**src/rtl/nonzero_serializer_pkg.sv**
```systemverilog
// Shared types and constants for the nonzero serializer.
package nonzero_serializer_pkg;

  // Run control: RUN accepts groups, DRAIN finishes the last loaded group.
  typedef enum logic [1:0] {
    ST_IDLE  = 2'd0,
    ST_RUN   = 2'd1,
    ST_DRAIN = 2'd2
  } state_t;

  localparam int FIFO_DEPTH     = 4;
  localparam int FIFO_LOG_DEPTH = 2;

endpackage

```
**src/rtl/nonzero_serializer_fifo.sv**
```systemverilog
// Small synchronous FIFO; read data is the head entry, visible combinationally.
module nonzero_serializer_fifo #(
  parameter int WIDTH     = 8,
  parameter int DEPTH     = 4,
  parameter int LOG_DEPTH = 2
) (
  input  logic             clk,
  input  logic             rst,
  input  logic             push,
  input  logic             pop,
  input  logic [WIDTH-1:0] wdata,
  output logic [WIDTH-1:0] rdata,
  output logic             empty,
  output logic             full,
  output logic             almost_full
);

  localparam logic [LOG_DEPTH-1:0] PTR_ONE  = (LOG_DEPTH)'(1);
  localparam logic [LOG_DEPTH:0]   CNT_ONE  = (LOG_DEPTH+1)'(1);
  localparam logic [LOG_DEPTH:0]   CNT_FULL = (LOG_DEPTH+1)'(DEPTH);
  localparam logic [LOG_DEPTH:0]   CNT_AF   = (LOG_DEPTH+1)'(DEPTH-1);

  logic [WIDTH-1:0]     mem [DEPTH];
  logic [LOG_DEPTH-1:0] rd_ptr, wr_ptr;
  logic [LOG_DEPTH:0]   count_r;
  logic                 do_push, do_pop;

  assign empty       = (count_r == '0);
  assign full        = (count_r == CNT_FULL);
  assign almost_full = (count_r >= CNT_AF);
  assign rdata       = mem[rd_ptr];

  // A push into a full FIFO is only taken when a pop frees a slot the same cycle.
  assign do_pop  = pop & ~empty;
  assign do_push = push & (~full | do_pop);

  // Pointer and occupancy tracking.
  always_ff @(posedge clk) begin
    if (!rst) begin
      rd_ptr  <= '0;
      wr_ptr  <= '0;
      count_r <= '0;
    end else begin
      if (do_push) wr_ptr <= wr_ptr + PTR_ONE;
      if (do_pop)  rd_ptr <= rd_ptr + PTR_ONE;
      case ({do_push, do_pop})
        2'b10:   count_r <= count_r + CNT_ONE;
        2'b01:   count_r <= count_r - CNT_ONE;
        default: count_r <= count_r;
      endcase
    end
  end

  // Storage write; contents need no reset since occupancy gates reads.
  always_ff @(posedge clk) begin
    if (do_push) mem[wr_ptr] <= wdata;
  end

endmodule

```
**src/rtl/nonzero_serializer_lsb_priority_encoder.sv**
```systemverilog
// Index of the lowest set bit plus an any-set flag.
module lsb_priority_encoder #(
  parameter int WIDTH     = 4,
  parameter int LOG_WIDTH = 2
) (
  input  logic [WIDTH-1:0]     bits,
  output logic [LOG_WIDTH-1:0] idx,
  output logic                 any
);

  // Scan from the top down so the lowest set bit is the final winner.
  always_comb begin
    idx = '0;
    for (int i = WIDTH - 1; i >= 0; i--) begin
      if (bits[i]) idx = (LOG_WIDTH)'(i);
    end
    any = |bits;
  end

endmodule

```
**src/rtl/nonzero_serializer.sv**
```systemverilog
// Serializes the nonzero elements of zero-flagged groups, one per cycle,
// under the same iteration-count control as the upstream detector.
import nonzero_serializer_pkg::*;

module nonzero_serializer #(
  parameter int GROUP_SIZE             = 4,
  parameter int LOG_GROUP_SIZE         = 2,
  parameter int DATA_WIDTH             = 8,
  parameter int LOG_MAX_ITERS          = 16,
  parameter int LOG_MAX_READS_PER_ITER = 16
) (
  input  logic                                        clk,
  input  logic                                        rst,
  input  logic                                        configure,
  input  logic [LOG_MAX_ITERS-1:0]                    num_iters,
  input  logic [LOG_MAX_READS_PER_ITER-1:0]           num_reads_per_iter,
  input  logic [GROUP_SIZE*DATA_WIDTH+GROUP_SIZE-1:0] data_in,
  input  logic                                        valid_in,
  output logic                                        avail_out,
  output logic [DATA_WIDTH-1:0]                       data_out,
  output logic [LOG_GROUP_SIZE-1:0]                   index_out,
  output logic                                        last_out,
  output logic                                        valid_out,
  input  logic                                        avail_in,
  output logic                                        done_out
);

  localparam int EW = GROUP_SIZE * DATA_WIDTH;
  localparam int W  = EW + GROUP_SIZE;

  localparam logic [LOG_MAX_ITERS-1:0]          ITER_ONE = (LOG_MAX_ITERS)'(1);
  localparam logic [LOG_MAX_READS_PER_ITER-1:0] READ_ONE = (LOG_MAX_READS_PER_ITER)'(1);
  localparam logic [GROUP_SIZE-1:0]             BIT_ONE  = (GROUP_SIZE)'(1);

  state_t                            st_r, st_nx;
  logic [LOG_MAX_ITERS-1:0]          iters_r;
  logic [LOG_MAX_READS_PER_ITER-1:0] reads_r, reads_copy_r;
  logic [EW-1:0]                     data_r;
  logic [GROUP_SIZE-1:0]             pend_r;

  logic [W-1:0]              head;
  logic                      empty, full, almost_full;
  logic [LOG_GROUP_SIZE-1:0] idx;
  logic                      any, single, emit, last_emit, load, final_load, cfg_zero;

  nonzero_serializer_fifo #(
    .WIDTH    (W),
    .DEPTH    (FIFO_DEPTH),
    .LOG_DEPTH(FIFO_LOG_DEPTH)
  ) u_fifo (
    .clk        (clk),
    .rst        (rst),
    .push       (valid_in),
    .pop        (load),
    .wdata      (data_in),
    .rdata      (head),
    .empty      (empty),
    .full       (full),
    .almost_full(almost_full)
  );

  lsb_priority_encoder #(
    .WIDTH    (GROUP_SIZE),
    .LOG_WIDTH(LOG_GROUP_SIZE)
  ) u_enc (
    .bits(pend_r),
    .idx (idx),
    .any (any)
  );

  assign avail_out  = ~almost_full & ~full;
  assign single     = ((pend_r & (pend_r - BIT_ONE)) == '0);
  assign emit       = any & avail_in;
  assign last_emit  = emit & single;
  assign cfg_zero   = (num_iters == '0) || (num_reads_per_iter == '0);
  // A load overlaps the final emit of the previous group so groups stream without a bubble.
  assign load       = (st_r == ST_RUN) & ~configure & ~empty & (~any | last_emit);
  assign final_load = load & (reads_r == READ_ONE) & (iters_r == ITER_ONE);

  // Output element is the lowest still-pending one; zeroed when nothing is emitted.
  always_comb begin
    valid_out = emit;
    data_out  = '0;
    index_out = '0;
    last_out  = 1'b0;
    if (emit) begin
      data_out  = data_r[idx*DATA_WIDTH +: DATA_WIDTH];
      index_out = idx;
      last_out  = single;
    end
  end

  // Run-control state register.
  always_ff @(posedge clk) begin
    if (!rst) st_r <= ST_IDLE;
    else      st_r <= st_nx;
  end

  // Next state and end-of-run pulse; configure overrides everything.
  always_comb begin
    st_nx    = st_r;
    done_out = 1'b0;
    unique case (st_r)
      ST_IDLE:  st_nx = ST_IDLE;
      ST_RUN:   if (final_load) st_nx = ST_DRAIN;
      ST_DRAIN: if (!any) begin
        done_out = 1'b1;
        st_nx    = ST_IDLE;
      end
      default:  st_nx = ST_IDLE;
    endcase
    if (configure) st_nx = cfg_zero ? ST_IDLE : ST_RUN;
  end

  // Group register, pending mask and iteration counters.
  always_ff @(posedge clk) begin
    if (!rst) begin
      iters_r      <= '0;
      reads_r      <= '0;
      reads_copy_r <= '0;
      data_r       <= '0;
      pend_r       <= '0;
    end else if (configure) begin
      iters_r      <= num_iters;
      reads_r      <= num_reads_per_iter;
      reads_copy_r <= num_reads_per_iter;
      pend_r       <= '0;
    end else if (load) begin
      data_r <= head[EW-1:0];
      pend_r <= ~head[W-1 -: GROUP_SIZE];
      if (reads_r == READ_ONE) begin
        if (iters_r != ITER_ONE) begin
          iters_r <= iters_r - ITER_ONE;
          reads_r <= reads_copy_r;
        end
      end else begin
        reads_r <= reads_r - READ_ONE;
      end
    end else if (emit) begin
      pend_r <= pend_r & ~(BIT_ONE << idx);
    end
  end

endmodule

```
**config.mk**
```make
export PLATFORM = sky130hd
export DESIGN_NAME = nonzero_serializer
export DESIGN_NICKNAME = d
export VERILOG_FILES = /design/src/rtl/nonzero_serializer_pkg.sv /design/src/rtl/nonzero_serializer_fifo.sv /design/src/rtl/nonzero_serializer_lsb_priority_encoder.sv /design/src/rtl/nonzero_serializer.sv
export SDC_FILE = /design/constraint.sdc
export NUM_CORES = 1
export LEC_CHECK = 0
export CAP_MARGIN = 10
export CORE_ASPECT_RATIO = 0.7
export CORE_MARGIN = 8
export CORE_UTILIZATION = 40
export DETAILED_ROUTE_END_ITERATION = 12
export SKIP_CTS_REPAIR_TIMING = 1
export SLEW_MARGIN = 20
export SYNTH_ARGS = -nofsm -noshare
export SYNTH_HDL_FRONTEND = slang
export SYNTH_SLANG_ARGS = --single-unit
```
**constraint.sdc**
```tcl
create_clock -name clk -period 4.1 [get_ports clk]
set_input_delay 0.41 -clock clk [delete_from_list [all_inputs] [get_ports clk]]
set_output_delay 0.41 -clock clk [all_outputs]
set_load 0.03 [all_outputs]
```
### Word level (Yosys, flattened, before mapping)

Memory sizes are Yosys's and may differ from the RTL's. A register that Yosys moved wholly into a read port is not among the register bits.
Index checks and enable logic that the tools add are counted.

| storage, ports and cells | value |
|---|---|
| flip-flop bits (word level) | 93 |
| memories kept | 1 |
| output and inout bits | 14 |
| bits of input ports | 73 |
| RAM bits | 144 |

| cells by class | value |
|---|---|
| shift operators | 2 |
| multiplexer cells | 29 |
| bitwise gates (word level) | 22 |
| order comparisons | 1 |
| equality and inequality tests | 11 |
| reductions and logical operators | 16 |
| add/subtract/negate cells | 7 |

Memory list:

| name | depth | bits a word | rd ports | clocked after Yosys merged registers in | write ports | RTL line | source |
|---|---|---|---|---|---|---|---|
| u_fifo.mem | 4 | 36 | 1 | 1 | 1 | nonzero_serializer_fifo.sv:23 | `logic [WIDTH-1:0] mem [DEPTH];` |

Operators by type and width:

| operator | count |
|---|---|
| 16-bit 2-to-1 mux | 8 |
| 16-bit by 1-bit equality test with 1-bit output, second input constant | 2 |
| 16-bit logical NOT | 2 |
| 32-bit by 6-bit variable part select with 8-bit output | 1 |
| 16-bit by 1-bit subtractor with 16-bit output, second input constant | 2 |
| 2-bit 2-to-1 mux | 10 |
| 16-bit by 1-bit inequality test with 1-bit output, second input constant | 1 |
| 1-bit AND | 10 |
| 2-bit nonzero test | 5 |
| 4-bit AND | 2 |
| 4-bit 2-to-1 mux | 2 |
| 8-bit 2-to-1 mux | 1 |
| 4-bit NOT | 2 |
| 1-bit 2-to-1 mux | 6 |
| 3-bit inequality test, second input constant | 2 |
| 1-bit NOT | 6 |
| 3-bit one-hot mux with 2 select lines | 1 |
| 2-bit AND reduction | 3 |
| 2-bit by 1-bit adder with 2-bit output, second input constant | 2 |
| 2-bit by 1-bit equality test with 1-bit output, second input constant | 2 |
| 2-bit equality test, second input constant | 2 |
| 4-bit logical NOT | 1 |
| 2-bit one-hot mux with 2 select lines | 1 |
| 4-bit OR reduction | 1 |
| other kinds (12) | 13 |

### Depth between registers and ports, before layout

Gate-level depths: netlist of run 1.

| logic depth | value |
|---|---|
| depth after elaboration | 11 |
| mapped depth | 14 |

### Cells and area by module

A second synthesis of run 1 with hierarchy kept.

| unflattened totals | value |
|---|---|
| cell total of the unflattened synthesis | 793 |
| area total of the unflattened synthesis | 10078.4 um2 |

By module, submodules not included:

| module | cells an instance | instances | area each (um2) |
|---|---|---|---|
| nonzero_serializer_fifo | 243 | 1 | 5693.0 |
| nonzero_serializer | 543 | 1 | 4350.4 |
| lsb_priority_encoder | 7 | 1 | 35.0 |

### Least setup slack after synthesis of run 1

No wires, ideal clock.

| path | value |
|---|---|
| kind | reg2reg |
| start | register pend_r[0] |
| end | register u_fifo.count_r[2] |
| path buffers | 4 |
| required time | 4030 ps |
| arrival | 2959 ps |
| period minus slack after synthesis | 3030 ps |
| library setup time | 70 ps |
| stages on the path, launching flop included | 15 |
| path slack | 1070 ps |
| cells stage by stage | dfxtp_1 buf_4 nor3_4 a21oi_1 or4_1 buf_2 clkinv_2 buf_6 buf_2 ha_1 inv_1 fa_1 xor2_1 or3_1 a21oi_1 |

| between the ends | value |
|---|---|
| longest elaborated chain between the ends | 11 |

Ends and longest elaborated chain:

| element | RTL line | source |
|---|---|---|
| start, declared | nonzero_serializer.sv:39 | `logic [GROUP_SIZE-1:0] pend_r;` |
| start signal, assigned | nonzero_serializer.sv:130 | `pend_r <= ~head[W-1 -: GROUP_SIZE];` |
| start signal, assigned | nonzero_serializer.sv:140 | `pend_r <= pend_r & ~(BIT_ONE << idx);` |
| 4-bit by 1-bit subtractor with 4-bit output | nonzero_serializer.sv:72 | `assign single = ((pend_r & (pend_r - BIT_ONE)) == '0);` |
| 4-bit AND | nonzero_serializer.sv:72 |  |
| 4-bit logical NOT | nonzero_serializer.sv:72 |  |
| 1-bit AND | nonzero_serializer.sv:74 | `assign last_emit = emit & single;` |
| 1-bit OR * | nonzero_serializer.sv:77 | `assign load = (st_r == ST_RUN) & ~configure & ~empty & (~any \| last_emit);` |
| 1-bit AND * | nonzero_serializer.sv:77 |  |
| 1-bit AND * | nonzero_serializer_fifo.sv:34 | `assign do_pop = pop & ~empty;` |
| named net u_fifo.do_pop | nonzero_serializer_fifo.sv:26 | `logic do_push, do_pop;` |
| 1-bit OR | nonzero_serializer_fifo.sv:35 | `assign do_push = push & (~full \| do_pop);` |
| 1-bit AND | nonzero_serializer_fifo.sv:35 |  |
| 2-bit by 1-bit equality test with 1-bit output / 2-bit equality test (equally long branches) | nonzero_serializer_fifo.sv:46 | `case ({do_push, do_pop})` |
| 3-bit one-hot mux with 2 select lines / 2-bit nonzero test (equally long branches) | n/a |  |
| end signal, assigned | nonzero_serializer_fifo.sv:47 | `2'b10: count_r <= count_r + CNT_ONE;` |
| end signal, assigned | nonzero_serializer_fifo.sv:48 | `2'b01: count_r <= count_r - CNT_ONE;` |
| end signal, assigned | nonzero_serializer_fifo.sv:49 | `default: count_r <= count_r;` |
| end, declared | nonzero_serializer_fifo.sv:25 | `logic [LOG_DEPTH:0] count_r;` |

The timed path passes the listed nets; every way through them passes the cells marked *.
A chain may end at the register's enable or synchronous reset.

### Worst setup path after layout of run 1

| path | value |
|---|---|
| start | register pend_r[2] |
| end | output data_out[5] |

| between the ends | value |
|---|---|
| longest elaborated chain between the ends | 5 |

Ends and longest elaborated chain:

| element | RTL line | source |
|---|---|---|
| 2-bit 2-to-1 mux (3 in series) | nonzero_serializer_lsb_priority_encoder.sv:15 | `if (bits[i]) idx = (LOG_WIDTH)'(i);` |
| 32-bit by 6-bit variable part select with 8-bit output | nonzero_serializer.sv:87 | `data_out = data_r[idx*DATA_WIDTH +: DATA_WIDTH];` |
| 8-bit 2-to-1 mux * | nonzero_serializer.sv:86 | `if (emit) begin` |
| end, declared | nonzero_serializer.sv:20 | `output logic [DATA_WIDTH-1:0] data_out,` |

Every way passes the cells marked *; elsewhere a longest branch is shown, timed or not.

==> impl_results.md, run 1 <==
* RSZ-0062 raised after global routing: no
* Reg2reg setup slack at around 1.1 ns
* Most used cell, CP: nor2_1
* Flip-flop and latch count after synthesis at about 240
* Hold Path Class: in2reg
* Worst-path fanout max at 25
* WP depth at 8
* Post-Syn Instances at between 800 and 900
* Hold path cells at 4
* Unique masters post-synth at 70
* Delay-heaviest family, CP: flip-flops
* Total CTS buffers at 23
* Number of flops mapped to enable cells by yosys at 144
* Max VDD drop at ~290 µV
* Crit path capture type: primary output
* Reg2reg end: iters_r[15]
* Drt drc at 0
* Remaining Overflow, GRT at 0
* Clock Pin Slew Worst Setup and Hold Paths at ~0.060 ns
* Setup-failing EPs final at 0
* Clock Sinks at ~240
* Hold Path Origin: configure
* Nets at a little under 1k
* Arrival time worst endpoint at between 3 and 4 ns
* Max Slew Vio Count at 0
* Final Skew at about 0.0097 ns
* H-tree levels at 1
* Initial antenna violation count at 0
* Core area at roughly 25000 µm²
* Status: complete, no violations
* Ant diodes at 0
* Average wire per standard cell at 19.3 µm
* Final Hold Viols at 0
* Worst Path Required at approximately 3.7 ns
* Pwr/cell area at between 400 and 500 nW/µm²
* 1st-iter DRT viols at about 600
* Syn_nets at around 900
* Cell Chain, Critical Path: nor2b_1 > o21bai_1 > buf_4 > mux2i_1 > nor2_1 > a21oi_1 > nor2_1 > clkdlybuf4s50_1
* CTS tree: done
* CP Class: reg2out
* Starting Density at 0.409
* Port Buffers at between 80 and 90
* CP max stage delay at approximately 0.85 ns
* Die Y-Extent at between 100 and 150 µm
* Final total power at approximately 5.3 mW
* Buf+Inv Stages, Crit Path at 2
* Total wire length at 24000 µm
* Antenna-violating nets left at 0
* # rows at 48
* Period utilization at 0.863
* Setup TNS at 0 ns
* Async SR Flop Fraction at 0
* Largest net degree at the start of global routing at 67
* Root Buffer: clkbuf_16
* Worst skew pair latency at 0.51 ns
* P&R area growth vs syn at 18.7%
* GPL Wtd Cong at between 0.8 and 0.9
* Fill cells at 2202
* GR Util All Layers at 0.155
* I/O pin total at between 80 and 90
* HPWL after DPL at about 16000 µm
* Worst-Margin Slew at ~1 ns
* Sink of the worst hold path: st_r[0]
* Main synth FF type: edfxtp_1
* Vias per cell at between 5 and 6
* R2R depth at 8
* Minimum clock period at 3.54 ns
* Most common cell after layout, fill and taps aside: edfxtp_1
* Commonest cells after routing, fill and taps aside: 144 x edfxtp_1, 113 x nand2_1, 94 x dfxtp_1
* Width of the chip at 206 µm
* Ys Warns at 0
* Startpoint types: flop
* Mapped Area at about 10000 µm²
* Top achievable clock speed at 0.283 GHz
* Seq/Total Area, Yosys at 0.614
* Vias at 6701
* DR pass1 iterations at 5
* Syn_area_per_cell at between 10 and 15 µm²
* Die footprint at 30800 µm²
* Slowest-stage cell, CP: dfxtp_1
* Reg-to-reg startpoint: pend_r[2]
* First-pass GRT wire length at between 30000 and 40000 µm
* Share of layout cells above drive strength 1 at 0.109
* Pleak at around 4 nW
* Worst slew margin at 0.324
* Max Cap Violations at 0
* CTS max path bufs at 3
* Number of global-route vias before repair at around 6.5k
## stage by stage
step                instances   util  setup WS [ns]  cell area [µm²]  hold WS, ns
CTS                      1240  0.485          0.518            12000        0.239
detailed placement       1198  0.458          0.743            11400        0.447
finish                   1240  0.486          0.562            12000        0.251
floorplan                 820      -           1.07            10100        0.436
global placement         1198  0.458          0.826            11400        0.444
global route             1240  0.486          0.336            12000        0.276
## where the power goes
part	internal [mW]	switching [mW]
registers	2.68	0.0832
logic	0.252	0.289
clock network	1.13	0.859
## worst min-delay path, delay by kind of cell
family | cells | cell delay, ns
simple gates | 2 | 0.13
compound gates | 1 | 0.06
buf+inv | 1 | 0.10
## cell families (layout without fill, tap and decap cells)
kind of cell / Yosys count / in the layout / share of synthesized area
adders and majority gates: 10 / 10 / 0.0131
DFF: 239 / 239 / 0.614
buffers and inverters: 63 / 158 / 0.0259
muxes: 58 / 58 / 0.102
and+or+nand+nor: 263 / 263 / 0.127
xor gates and xnor gates: 21 / 21 / 0.0181
AOI/OAI and AO/OA: 166 / 166 / 0.101
## synth_stat cells, drive strengths merged, types with 3 or more instances
| master | instances | share of area |
|---|---|---|
| edfxtp | 144 | 0.43 |
| nand2 | 113 | 0.042 |
| dfxtp | 95 | 0.19 |
| a21oi | 77 | 0.039 |
| nor2 | 68 | 0.026 |
| mux4 | 36 | 0.080 |
| o21ai | 29 | 0.014 |
| clkbuf | 27 | 0.010 |
| mux2i | 21 | 0.021 |
| buf | 19 | 0.0095 |
| nor4 | 16 | 0.014 |
| inv | 14 | 0.0052 |
| xnor2 | 13 | 0.011 |
| nor3 | 11 | 0.0065 |
| a22oi | 10 | 0.0074 |
| nand4 | 10 | 0.0062 |
| ha | 9 | 0.011 |
| nand3 | 8 | 0.0039 |
| xor2 | 8 | 0.0069 |
| a31oi | 7 | 0.0043 |
| and2 | 7 | 0.0043 |
| a211oi | 6 | 0.0044 |
| nor3b | 6 | 0.0044 |
| o211ai | 6 | 0.0044 |
| a221o | 5 | 0.0049 |
| or3 | 4 | 0.0025 |
| and3 | 3 | 0.0023 |
| clkinv | 3 | 0.0012 |
| nand4b | 3 | 0.0026 |
| nor2b | 3 | 0.0019 |
| o21a | 3 | 0.0022 |
| or4 | 3 | 0.0026 |
## how the worst max path moves through the flow
stage / from / to / slack (ns)
2_1_floorplan: pend_r[0] / u_fifo.count_r[2] / 1.07
3_3_place_gp: avail_in / iters_r[15] / 0.83
3_5_place_dp: avail_in / iters_r[15] / 0.74
4_1_cts: pend_r[2] / data_out[5] / 0.52
5_1_grt: pend_r[2] / data_out[5] / 0.34
6_report: pend_r[2] / data_out[5] / 0.56
## per-layer routing
metal / wire, µm / global-route usage / part of all wire / vias to the layer above
met2: 10100 / 0.221 / 0.42 / 173
met5: 0 / 0 / 0 / -
li1: - / - / - / 3213
met1: 11900 / 0.236 / 0.49 / 3283
met4: 383 / 0.0341 / 0.016 / 0
met3: 1600 / 0.0343 / 0.067 / 32
## sequential cells by signal, indices dropped and copies added, names as in the netlist, named ones only
name and count:
u_fifo.mem 144, data_r 32, iters_r 16, reads_copy_r 16, reads_r 16, pend_r 4
u_fifo.count_r 3, st_r 2, u_fifo.rd_ptr 2, u_fifo.wr_ptr 2
## final cells by class
cell class | count | area, µm² | area share
Timing Repair Buffer | 99 | 991 | 0.0823
Tap cell | 325 | 407 | 0.0338
Multi-Input combinational cell | 518 | 3660 | 0.304
Inverter | 17 | 65.1 | 0.00540
Clock inverter | 5 | 51.3 | 0.00426
Clock buffer | 37 | 638 | 0.0530
Sequential cell | 239 | 6230 | 0.517
No activity file was read; power rests on OpenSTA's default activity.
==> inputs of run 2 (changes only) <==
--- a/config.mk
+++ b/config.mk
@@ -5,9 +5,7 @@
 export SDC_FILE = /design/constraint.sdc
 export NUM_CORES = 1
 export LEC_CHECK = 0
-export CAP_MARGIN = 10
 export CORE_ASPECT_RATIO = 0.7
-export CORE_MARGIN = 8
 export CORE_UTILIZATION = 40
 export DETAILED_ROUTE_END_ITERATION = 12
 export SKIP_CTS_REPAIR_TIMING = 1
==> run 2 against run 1 <==
  * Die area decreased by 16%
  * Critical path type unchanged
  * Power grew 3.3%
  * Setup slack better by 0.057 ns
  * Critical endpoint is now data_out[6]
==> impl_results.md, run 2 (synthesis gave the netlist of run 1 again) <==
* CTS max path bufs at 3
* Top achievable clock speed at about 0.29 GHz
* Max Slew Vio Count at 0
* Worst-Margin Slew at roughly 1.1 ns
* Clk pwr share at 0.396
* H-tree levels at 1
* Max VDD drop at 322 µV
* First-pass GRT wire length at 36300 µm
* Clock Sinks at 239
* GPL Wtd Cong at 0.826
* Period utilization at 0.849
* Largest net degree at the start of global routing at between 60 and 70
* Setup-failing EPs final at 0
* Crit path capture type: primary output
* Final Core Density at 0.489
* Final Hold Viols at 0
* Commonest cells after routing, fill and taps aside: 144 x edfxtp_1, 113 x nand2_1, 94 x dfxtp_1
* Initial antenna violation count at 0
* Drt drc at 0
* Top flop regs: u_fifo.mem x144, data_r x32
* # rows at 48
* Worst Path Required at approximately 3.7 ns
* Minimum clock period at approximately 3.5 ns
* CTS tree: done
* Total CTS buffers at 24
* Nets at between 900 and 1k
* Total wire length at 23100 µm
* Die footprint at around 26000 µm²
* Pleak at about 4.0 nW
* Setup TNS at 0 ns
* Port Buffers at 86
* Remaining Overflow, GRT at 0
* CP max stage delay at 0.87 ns
* Ant diodes at 0
* Core area at ~25000 µm²
* Width of the chip at 192 µm
* Seq pwr share at 0.504
* CP Class: reg2out
* Combinational share of power at 0.100
* Max Cap Violations at 0
* Arrival time worst endpoint at approximately 3.1 ns
* Status: complete, no violations
* Clock Pin Slew Worst Setup and Hold Paths at approximately 0.06 ns
* Most common cell after layout, fill and taps aside: edfxtp_1
* Hold Path Class: in2reg
* Biggest register: u_fifo.mem
* Final Skew at 0.0127 ns
* GR Util All Layers at 0.180
* Share of layout cells above drive strength 1 at 0.120
* Startpoint types: flop
* Antenna-violating nets left at 0
* Worst-path fanout max at 25
* Slowest-stage cell, CP: dfxtp_1
* Pwr/cell area at ~450 nW/µm²
* I/O pin total at between 80 and 90
* Root Buffer: clkbuf_16
* P&R area growth vs syn at 19.3%
* Most used cell, CP: nor2_1
* Vias at approximately 6.7k
* Max reg flops at around 140
* DR pass1 iterations at 5
* Starting Density at 0.410
* 1st-iter DRT viols at between 400 and 500
* Worst slew margin at 0.288
* Internal power at ~4.2 mW
* Vias per cell at around 5.4
* Worst skew pair latency at between 0.5 and 0.6 ns
* Net Switching at between 1 and 1.5 mW
* HPWL after DPL at around 15000 µm
* RSZ-0062 raised after global routing: no
* Net Sw Frac at 0.233
* Die Y-Extent at between 100 and 150 µm
* Number of global-route vias before repair at between 6k and 7k
* Cell Chain, Critical Path: nor2b_1 > o21bai_1 > buf_4 > mux2i_1 > nor2_1 > a21oi_1 > nor2_1 > clkdlybuf4s50_1
* Average wire per standard cell at 18.6 µm
## run 2: cell count changes in the layout (fill, tap and decap cells not counted), sizes merged
cell | previous run | this run
clkinvlp | 0 | 1
bufinv | 1 | 2
buf | 14 | 13
clkbuf | 37 | 30
clkinv | 6 | 13
## run 2: layer usage
layer / global-route usage / up-vias / share of wire
met1: 0.277 / 3264 / 0.50
met4: 0.0324 / 0 / 0.015
met5: 0 / - / 0
met2: 0.265 / 183 / 0.42
met3: 0.0344 / 27 / 0.066
li1: - / 3217 / -
## run 2: power groups by stage
stage	clock network [mW]	logic (mW)	registers, mW
after CTS	2.23	0.550	2.75
after detailed placement	0	0.547	2.80
after global placement	0	0.543	2.80
after global routing	2.32	0.600	2.77
after floorplan	0	0.354	2.78
final	2.17	0.546	2.75
## run 2: path summary, 6_finish.rpt
path	cells after the start	endpoint	startpoint	slack, ns
min reg2reg	2	data_r[30]	data_r[30]	0.46
min	4	st_r[0]	configure	0.22
max	8	data_out[6]	pend_r[2]	0.62
max reg2reg	8	iters_r[15]	pend_r[2]	0.99
## run 2: final cells by class
cell class              count  area, µm²
well taps                 325        407
flip-flops and latches    239       6230
clock inverters            14        128
repair buffers             98        958
inverters                  17       65.1
fillers                  2220      12600
clock buffers              30        654
multi-input cells         518       3660
## run 2: worst max-delay path: cells and delay by family, from the launching register on
kind / cells / cell delay [ns]
AND/OR/NAND/NOR: 3 / 0.26
flip-flops: 1 / 0.87
buffers and inverters: 2 / 0.83
multiplexers: 1 / 0.30
AO/OA/AOI/OAI: 2 / 0.29
## run 2: through the flow
stage               std cells  instance area, µm²  hold slack (ns)  setup slack [ns]  power, mW
detailed placement       1197               11300            0.448             0.752       3.35
floorplan                 820               10100            0.436              1.07       3.13
finish                   1241               12100            0.220             0.619       5.46
global placement         1197               11300            0.445             0.841       3.34
CTS                      1241               12100            0.207             0.615       5.53
global route             1241               12100            0.240             0.409       5.69
==> inputs of run 3 (changes only) <==
==> constraint.sdc (replaced) <==
create_clock -name clk -period 3.4 [get_ports clk]
set_input_delay 0.34 -clock clk [delete_from_list [all_inputs] [get_ports clk]]
set_output_delay 0.34 -clock clk [all_outputs]
set_load 0.03 [all_outputs]
==> run 3 against run 2 <==
  * Hold slack got worse by 0.050 ns
  * Utilization rose by 0.61 points
  * Count of clock-buffer cells in the layout did not move
  * First-iteration DRC count rose by 16%
  * Flip-flop and latch count did not move
  * Die area did not move
  * Global-route usage rose by 0.25 points
  * Clock skew rose by 0.0018 ns
  * Critical endpoint is now data_out[7]
  * Final cell count rose by 0.32%
  * Largest power group unchanged
  * Combinational power rose by 23%
  * Setup slack got worse by 0.39 ns
==> impl_results.md, run 3 (synthesis gave the netlist of run 1 again) <==
* Status: complete, no violations
* Max Cap Violations at 0
* Starting Density at 0.410
* RSZ-0062 raised after global routing: no
* Die footprint at roughly 26000 µm²
* P&R area growth vs syn at 20.8%
* Remaining Overflow, GRT at 0
* Largest net degree at the start of global routing at 67
* Vias per cell at about 5.4
* R2R depth at 10
* Period utilization at 0.933
* H-tree levels at 1
* Total wire length at approximately 23000 µm
* GR Util All Layers at 0.183
* Top flop regs: u_fifo.mem x144, data_r x32
* First-pass GRT wire length at ~37000 µm
* Startpoint types: flop
* Worst-path fanout max at 21
* CP Class: reg2out
* Drt drc at 0
* I/O pin total at between 80 and 90
* Worst skew pair latency at roughly 0.5 ns
* Share of layout cells above drive strength 1 at 0.125
* Biggest register: u_fifo.mem
* Core area at 24700 µm²
* Worst-Margin Slew at 0.819 ns
* Number of global-route vias before repair at around 6.6k
* Die Y-Extent at about 140 µm
* Ant diodes at 0
* Minimum clock period at 3.17 ns
* Port Buffers at between 80 and 90
* Antenna-violating nets left at 0
* Nets at a little under 1k
* Clock Sinks at 239
* Worst Path Required at 3.06 ns
* Final Hold Viols at 0
* HPWL after DPL at between 15000 and 20000 µm
* Final Skew at between 0.01 and 0.015 ns
* Most common cell after layout, fill and taps aside: edfxtp_1
* Hold path cells at 4
* Width of the chip at around 190 µm
* Clock Pin Slew Worst Setup and Hold Paths at around 0.060 ns
* 1st-iter DRT viols at around 490
* Commonest cells after routing, fill and taps aside: 144 x edfxtp_1, 113 x nand2_1, 94 x dfxtp_1
* Vias at between 6k and 7k
* Max VDD drop at approximately 320 µV
* # rows at 48
* CTS tree: done
* Crit path capture type: primary output
* Final total power at 6.71 mW
* Worst slack, placed at around 0.26 ns
* Max reg flops at between 100 and 150
* Average wire per standard cell at approximately 19 µm
* Worst slew margin at 0.449
* Pwr/cell area at ~550 nW/µm²
* Setup TNS at 0 ns
* Initial antenna violation count at 0
* Top achievable clock speed at 0.315 GHz
* GPL Wtd Cong at around 0.83
* Arrival time worst endpoint at approximately 2.8 ns
* Hold Path Class: in2reg
* CTS max path bufs at 3
* Setup-failing EPs final at 0
* DR pass1 iterations at 5
* Total CTS buffers at 24
* Root Buffer: clkbuf_16
* Pleak at 4.08 nW
* Max Slew Vio Count at 0
* Final worst setup slack at between 0.2 and 0.25 ns
==> run 3: cell count changes in the layout (fill, tap and decap cells not counted) <==
cell,previous run,this run
buf_12,1,7
buf_4,11,12
bufinv_16,2,4
clkbuf_1,4,5
clkbuf_8,1,0
clkdlybuf4s50_1,85,84
clkinv_1,4,3
clkinv_2,8,4
clkinv_4,1,2
clkinvlp_4,1,2
inv_6,1,0
==> run 3: layout make-up <==
class	instances	area (µm²)
clock buffer	30	644
clock inverter	12	171
fill	2222	12500
inverter	17	65.1
multi-input combinational	518	3660
sequential	239	6230
tap	325	407
timing repair buffer	104	1080
==> run 3: final timing paths <==
| kind | to | slack [ns] | from |
|---|---|---|---|
| worst max-delay path | data_out[7] | 0.23 | pend_r[2] |
| worst min register to register | data_r[23] | 0.46 | data_r[23] |
| worst max register to register | u_fifo.count_r[2] | 0.57 | pend_r[0] |
| worst min-delay path | st_r[0] | 0.17 | configure |
==> run 3: worst max-delay path: stages, from the launching register on <==
cell and delay [ns]:
dfxtp_1 0.45, buf_4 0.28, nor2b_1 0.07, o21bai_1 0.12, buf_4 0.22, mux2i_1 0.28
nor2_1 0.08, a21oi_1 0.15, nor2_1 0.08, clkdlybuf4s50_1 0.60
==> run 3: power by group <==
part           total (mW)  switching (mW)  internal (mW)
Sequential           3.33          0.0946           3.23
Clock                2.72            1.07           1.65
Combinational       0.671           0.358          0.312
Total                6.71            1.52           5.19
==> run 3: metal layers <==
metal,up-vias,wire length [µm],track usage
met3,20,1270,0.0269
li1,3235,-,-
met1,3302,11700,0.283
met5,-,0,0
met2,174,10100,0.274
met4,0,229,0.0289
==> run 3: metrics by stage <==
stage | instances | util | area (µm²) | hold slack [ns]
final | 1245 | 0.495 | 12300 | 0.170
after global routing | 1245 | 0.495 | 12300 | 0.174
after CTS | 1245 | 0.495 | 12300 | 0.148
after detailed placement | 1203 | 0.462 | 11400 | 0.448
after global placement | 1203 | 0.462 | 11400 | 0.443
after floorplan | 820 | - | 10100 | 0.436
